==> config.mk <==
export PLATFORM = sky130hd
export DESIGN_NAME = fir_loader
export DESIGN_NICKNAME = d
export VERILOG_FILES = /design/src/rtl/fir_loader.sv
export SDC_FILE = /design/constraint.sdc
export NUM_CORES = 1
export LEC_CHECK = 0
export CAP_MARGIN = 15
export CORE_MARGIN = 2
export CORE_UTILIZATION = 32
export CTS_BUF_LIST = sky130_fd_sc_hd__clkbuf_16
export CTS_CLUSTER_SIZE = 28
export DETAILED_ROUTE_END_ITERATION = 8
export GPL_TIMING_DRIVEN = 1
export HOLD_SLACK_MARGIN = 0.05
export PLACE_DENSITY_LB_ADDON = 0.05
export SLEW_MARGIN = 20
export SYNTH_ARGS = -nofsm -noshare
export SYNTH_HDL_FRONTEND = slang
export SYNTH_SLANG_ARGS = --single-unit
==> constraint.sdc <==
create_clock -name clk1 -period 4.2 [get_ports clk1]
set_input_delay 0.63 -clock clk1 [delete_from_list [all_inputs] [get_ports clk1]]
set_output_delay 0.63 -clock clk1 [all_outputs]
set_load 0.02 [all_outputs]
==> src/rtl/fir_loader.sv <==
// Coefficient/sample loader for a FIR ALU stage: loads NTAP coefficients onto b,
// then streams NSAMP samples through a show-ahead FIFO. Optional feature: LD_CHECKSUM_EN.
module fir_loader #(
   parameter int NTAP   = 64,
   parameter int NSAMP  = 10000,
   parameter int FDEPTH = 8
) (
   input  logic               clk1,
   input  logic               LD_restn,
   input  logic               start,
   input  logic signed [15:0] din,
   input  logic               din_valid,
   output logic               din_ready,
   output logic signed [15:0] b,
   output logic               b_valid,
   output logic               b_strobe,
   output logic signed [15:0] x,
   output logic               x_valid,
   input  logic               x_ready,
   output logic               coef_done,
   output logic [13:0]        samp_cnt,
   output logic               coef_err
);

   localparam int TAP_W = (NTAP > 1) ? $clog2(NTAP) : 1;
   localparam int PTR_W = (FDEPTH > 1) ? $clog2(FDEPTH) : 1;
   localparam int CNT_W = PTR_W + 1;
   localparam logic [TAP_W-1:0] TAP_LAST  = TAP_W'(NTAP - 1);
   localparam logic [13:0]      SAMP_MAX  = 14'(NSAMP);
   localparam logic [13:0]      SAMP_LAST = 14'(NSAMP - 1);
   localparam logic [CNT_W-1:0] FIFO_MAX  = CNT_W'(FDEPTH);

   typedef enum logic [2:0] {
      IDLE,
      COEF,
`ifdef LD_CHECKSUM_EN
      CHK,
`endif
      RUN,
      DRAIN,
      DONE
   } state_t;

   state_t state_reg, state_next;

   logic [TAP_W-1:0]  tap_cnt_reg;
   logic [13:0]       samp_cnt_reg;
   logic              coef_done_reg;
   logic signed [15:0] b_reg;
   logic              b_strobe_reg;

   logic [PTR_W-1:0]  wr_ptr_reg;
   logic [PTR_W-1:0]  rd_ptr_reg;
   logic [CNT_W-1:0]  count_reg;
   logic signed [15:0] mem_reg [FDEPTH];
   logic [FDEPTH-1:0] slot_we;

   logic fifo_full;
   logic fifo_empty;
   logic start_accept;
   logic chk_fail;
   logic coef_xfer;
   logic push;
   logic pop;

`ifdef LD_CHECKSUM_EN
   logic [15:0] sum_reg;
   logic        coef_err_reg;
`endif

   assign fifo_full  = (count_reg == FIFO_MAX);
   assign fifo_empty = (count_reg == '0);

   always_comb begin
      state_next   = state_reg;
      din_ready    = 1'b0;
      start_accept = 1'b0;
      chk_fail     = 1'b0;
      case (state_reg)
         IDLE, DONE: begin
            if (start) begin
               state_next   = COEF;
               start_accept = 1'b1;
            end
         end
         COEF: begin
            din_ready = 1'b1;
            if (din_valid && tap_cnt_reg == TAP_LAST) begin
`ifdef LD_CHECKSUM_EN
               state_next = CHK;
`else
               state_next = RUN;
`endif
            end
         end
`ifdef LD_CHECKSUM_EN
         CHK: begin
            // The word following the last coefficient is the expected wrapping sum.
            din_ready = 1'b1;
            if (din_valid) begin
               if (sum_reg == din) begin
                  state_next = RUN;
               end else begin
                  state_next = IDLE;
                  chk_fail   = 1'b1;
               end
            end
         end
`endif
         RUN: begin
            din_ready = !fifo_full && (samp_cnt_reg < SAMP_MAX);
            if (din_valid && din_ready && samp_cnt_reg == SAMP_LAST) begin
               state_next = DRAIN;
            end
         end
         DRAIN: begin
            if (fifo_empty) begin
               state_next = DONE;
            end
         end
         default: state_next = IDLE;
      endcase
   end

   assign coef_xfer = din_valid && din_ready && (state_reg == COEF);
   assign push      = din_valid && din_ready && (state_reg == RUN);
   assign pop       = x_valid && x_ready;

   always_ff @(posedge clk1 or negedge LD_restn) begin
      if (!LD_restn) begin
         state_reg     <= IDLE;
         tap_cnt_reg   <= '0;
         samp_cnt_reg  <= '0;
         coef_done_reg <= 1'b0;
         b_reg         <= '0;
         b_strobe_reg  <= 1'b0;
      end else begin
         state_reg    <= state_next;
         b_strobe_reg <= coef_xfer;
         if (coef_xfer) begin
            b_reg <= din;
         end
         if (start_accept) begin
            tap_cnt_reg   <= '0;
            samp_cnt_reg  <= '0;
            coef_done_reg <= 1'b0;
         end else begin
            if (coef_xfer) begin
               tap_cnt_reg <= tap_cnt_reg + 1'b1;
               if (tap_cnt_reg == TAP_LAST) begin
                  coef_done_reg <= 1'b1;
               end
            end
            if (chk_fail) begin
               coef_done_reg <= 1'b0;
            end
            if (push) begin
               samp_cnt_reg <= samp_cnt_reg + 1'b1;
            end
         end
      end
   end

`ifdef LD_CHECKSUM_EN
   always_ff @(posedge clk1 or negedge LD_restn) begin
      if (!LD_restn) begin
         sum_reg      <= '0;
         coef_err_reg <= 1'b0;
      end else if (start_accept) begin
         sum_reg      <= '0;
         coef_err_reg <= 1'b0;
      end else begin
         if (coef_xfer) begin
            sum_reg <= sum_reg + $unsigned(din);
         end
         if (chk_fail) begin
            coef_err_reg <= 1'b1;
         end
      end
   end

   assign coef_err = coef_err_reg;
`else
   assign coef_err = 1'b0;
`endif

   // Storage is cleared on reset so the empty FIFO presents x = 0.
   generate
      for (genvar gi = 0; gi < FDEPTH; gi++) begin : g_slot_we
         assign slot_we[gi] = push && (wr_ptr_reg == PTR_W'(gi));
      end
   endgenerate

   always_ff @(posedge clk1 or negedge LD_restn) begin
      if (!LD_restn) begin
         for (int i = 0; i < FDEPTH; i++) begin
            mem_reg[i] <= '0;
         end
      end else begin
         for (int i = 0; i < FDEPTH; i++) begin
            if (slot_we[i]) begin
               mem_reg[i] <= din;
            end
         end
      end
   end

   always_ff @(posedge clk1 or negedge LD_restn) begin
      if (!LD_restn) begin
         wr_ptr_reg <= '0;
         rd_ptr_reg <= '0;
         count_reg  <= '0;
      end else begin
         if (push) begin
            wr_ptr_reg <= wr_ptr_reg + 1'b1;
         end
         if (pop) begin
            rd_ptr_reg <= rd_ptr_reg + 1'b1;
         end
         case ({push, pop})
            2'b10:   count_reg <= count_reg + 1'b1;
            2'b01:   count_reg <= count_reg - 1'b1;
            default: count_reg <= count_reg;
         endcase
      end
   end

   assign x         = mem_reg[rd_ptr_reg];
   assign x_valid   = !fifo_empty;
   assign b         = b_reg;
   assign b_strobe  = b_strobe_reg;
   assign b_valid   = (state_reg == RUN) || (state_reg == DRAIN);
   assign coef_done = coef_done_reg;
   assign samp_cnt  = samp_cnt_reg;

endmodule

==> results by group <==
Clock network
  • Maximum buffer depth of the clock tree: 2
  • CTS tree: built
  • Post CTS Setup Buffer Count: 0
  • CTS buffer count: 17
  • Clock-pin slew of the registers on the worst-case setup and hold paths: 70 ps
  • PostCTS Resize Cnt: 0
  • TritonCTS sink count: 179
  • Root buffer cell: clkbuf_16
  • Hold Buf Count CTS: 0
  • Number of levels in the clock H-tree: 4
  • Clock latency at the later pin of the worst-skew pair: 430 ps

Global routing
  • Via count of the first global-routing pass: 5523
  • Grt total ovfl: 0
  • Wire length of the first global-routing pass: 31500 um
  • Antenna violations before repair: 0
  • Total GRT Usage: 15.4%
  • Maximum number of pins on one net before global-route repair: 94

Synthesis
  • Average footprint of a synthesized cell: 14.6 um2
  • Primary flip-flop cell chosen by synthesis mapping: dfrtp_1
  • Netlist area before placement: 8240 um2
  • Library cell with the highest instance count after synthesis: dfrtp_1
  • Compound-gate portion of the synthesized area: 2.60%
  • Share of synthesized registers carrying an async set or reset: 100%
  • XOR/XNOR share of the synthesized area: 1.38%
  • Cell types with the largest area share after synthesis: dfrtp_1 (54%), mux2_2 (20%), mux4_2 (8.7%)
  • Post-synthesis mux area share: 31.1%
  • Cells after synthesis: 566
  • Synth Register Bits: 179
  • Post-synth top cells: dfrtp_1 (179), mux2_2 (149), mux4_2 (32), nand2_1 (24), nor2_1 (16)
  • Area fraction of the dominant cell type after synthesis: 54.4%
  • Proportion of synthesized chip area in sequential cells: 54.4%
  • Combinational family with the most area after synthesis: multiplexers
  • Cell type with the largest total area after synthesis: dfrtp_1
  • Simple-gate share of the synthesized area: 5.88%
  • Number of distinct library cell variants in the gate-level netlist after synthesis: 47
  • Number of synthesized flops with an enable pin: 0
  • Warnings from Yosys: 0
  • Synthesized Nets: 599
  • Post-synthesis share of cell area spent on full adders, half adders and majority gates: 1.82%

Final layout
  • Diode insertion count for antenna repair: 0
  • FILL cells: 2392
  • Largest register FFs: 128
  • Area growth, synth to finish: 20.0%
  • Share of final-layout standard cells stronger than drive strength 1: 35.9%
  • Final-stage net count: 672

Drt
  • Total number of vias: 4949
  • Via-to-Cell Ratio: 5.04
  • Total Wirelength: 19200 um
  • Average routed wire per standard cell: 19.6 um
  • Post-route ant nets: 0
  • Number of DRC violations after detailed routing: 0
  • DRT iter0 DRCs: 229
  • Number of search-and-repair iterations in the first detailed-routing pass: 4

Timing
  • Number of slew-limit violations in the final report: 0
  • Post-route fraction of the period consumed by the critical path: 78.5%
  • Final number of setup-violating endpoints: 0
  • Total Neg Setup Slack: 0 ps
  • Minimum clock period after layout: 3300 ps
  • Final hold violations: 0
  • Unrepaired setup endpoints after global routing: no
  • Rel. slew slack: 39.8%
  • Transition time at the pin with the least slew margin: 903 ps
  • Peak Freq: 303 MHz
  • Layout Skew: 13.3 ps

Pwr
  • Pwr Density: 756 nW/um2
  • Design Power: 0.00747 W
  • P_leak: 4.13 nW
  • Max rail drop VDD: 443 uV

Floorplanning
  • Area of the die: 27000 um2
  • Height of the die: 164 um
  • Horiz. Die Dim: 164 um
  • Initial cell density of the core: 32.6%
  • I/O pin count: 73
  • Floorplan row count: 58
  • Core footprint: 25300 um2

Placement
  • Placed wire-length estimate after detailed placement: 12100 um
  • Final weighted congestion in routability-driven placement: 0.790
  • Port Buf Inserts: 71

Setup path
  • Cell chain of the critical path: buf_12, mux4_2, mux2_2, clkdlybuf4s50_1
  • Register-to-Register Path Depth: 12
  • Critical path capture point type: primary output
  • Worst Setup Path Type: register to primary output
  • Critical Path Max Stage Delay: 590 ps
  • Critical R2R Launch: samp_cnt[7]$_DFFE_PN0P_
  • Slowest-stage cell, CP: clkdlybuf4s50_1
  • Arrival time worst endpoint: 2670 ps
  • Register-to-register path setup slack: 1140 ps
  • Crit path required time: 3570 ps
  • Startpoint Class: register
  • Kind of cell adding the most delay to the critical path: buffers and inverters
  • Critical-path maximum fanout: 28
  • Critical R2R Capture: count_reg[2]$_DFFE_PN0P_
  • Number of buffers and inverters on the critical path: 2

Min path
  • Hold Crit Class: input pin to asynchronous set/reset pin

Run
  • Max-cap violations: 0

Status
  • Status: finished clean
==> worst max-delay path by stage <==
stage | start | to | slack [ps] | depth (start not counted)
global route | rd_ptr_reg[0]$_DFFE_PN0P_ | x[13] | 740 | 4
finish | rd_ptr_reg[0]$_DFFE_PN0P_ | x[13] | 900 | 4
global placement | din_valid | count_reg[2]$_DFFE_PN0P_ | 1090 | 12
CTS | rd_ptr_reg[0]$_DFFE_PN0P_ | x[13] | 830 | 4
floorplan | samp_cnt[6]$_DFFE_PN0P_ | count_reg[2]$_DFFE_PN0P_ | 1190 | 14
detailed placement | din_valid | count_reg[2]$_DFFE_PN0P_ | 1020 | 12
==> stage by stage <==
stage	cells	worst slack, ps	utilization, %	instance area, um2	hold slack, ps
2_1_floorplan	566	1190	-	8240	334
3_3_place_gp	950	1090	36.8	9300	463
3_5_place_dp	950	1020	36.8	9300	474
4_1_cts	982	827	39.1	9880	335
5_1_grt	982	744	39.1	9880	362
6_report	982	901	39.1	9880	294
==> where the power goes <==
part,leakage [nW],internal [W],total (W),switching [W]
Sequential,2.20,0.00243,0.00289,0.000462
Clock,0.279,0.000882,0.00159,0.000707
Combinational,1.66,0.00177,0.00299,0.00122
Total,4.13,0.00508,0.00747,0.00239
==> area by class of cell <==
cell class	count	area, um2	area share [%]
inverters	7	28.8	0.291
clock inverters	15	156	1.58
well taps	330	413	4.18
multi-input cells	349	3540	35.8
flip-flops and latches	179	4480	45.3
repair buffers	85	842	8.52
clock buffers	17	425	4.30
==> layer usage <==
layer | track usage (%) | share of wire [%]
met4 | 4.62 | 1.7
met5 | 0 | 0
met3 | 3.39 | 3.5
met1 | 20.7 | 46
met2 | 25.0 | 48
==> kinds of logic after synthesis <==
family                   Yosys count
multiplexers                     196
AO/OA/AOI/OAI                     34
AND/OR/NAND/NOR                   93
XOR/XNOR                          13
buffers and inverters             38
adder cells (fa/ha/maj)           12
other                              1
flip-flops                       179
==> placed cells by master, fill, tap and decap left out, types with 7 or more instances in the layout <==
master	netlist	routed
dfrtp_1	179	177
xor2_1	7	7
nand4_1	8	8
inv_1	6	7
clkdlybuf4s50_1	0	70
mux2_2	149	149
buf_4	3	12
a21oi_1	11	11
mux2_1	13	13
nand3_1	8	8
nand2_1	24	24
o21ai_0	10	10
nor2_1	16	16
ha_1	12	12
mux4_2	32	32
clkbuf_16	0	17
==> worst reg2reg max path: stages, from the launching register on <==
cell and delay (ps):
dfrtp_1 460, or4_1 550, or3b_1 230, and3_1 150, buf_4 240, inv_4 120
ha_1 290, xor2_1 170, ha_1 190, a21oi_1 170, xor2_1 170, nor2_1 60
xor2_1 140
No activity file was read; power rests on OpenSTA's default activity.
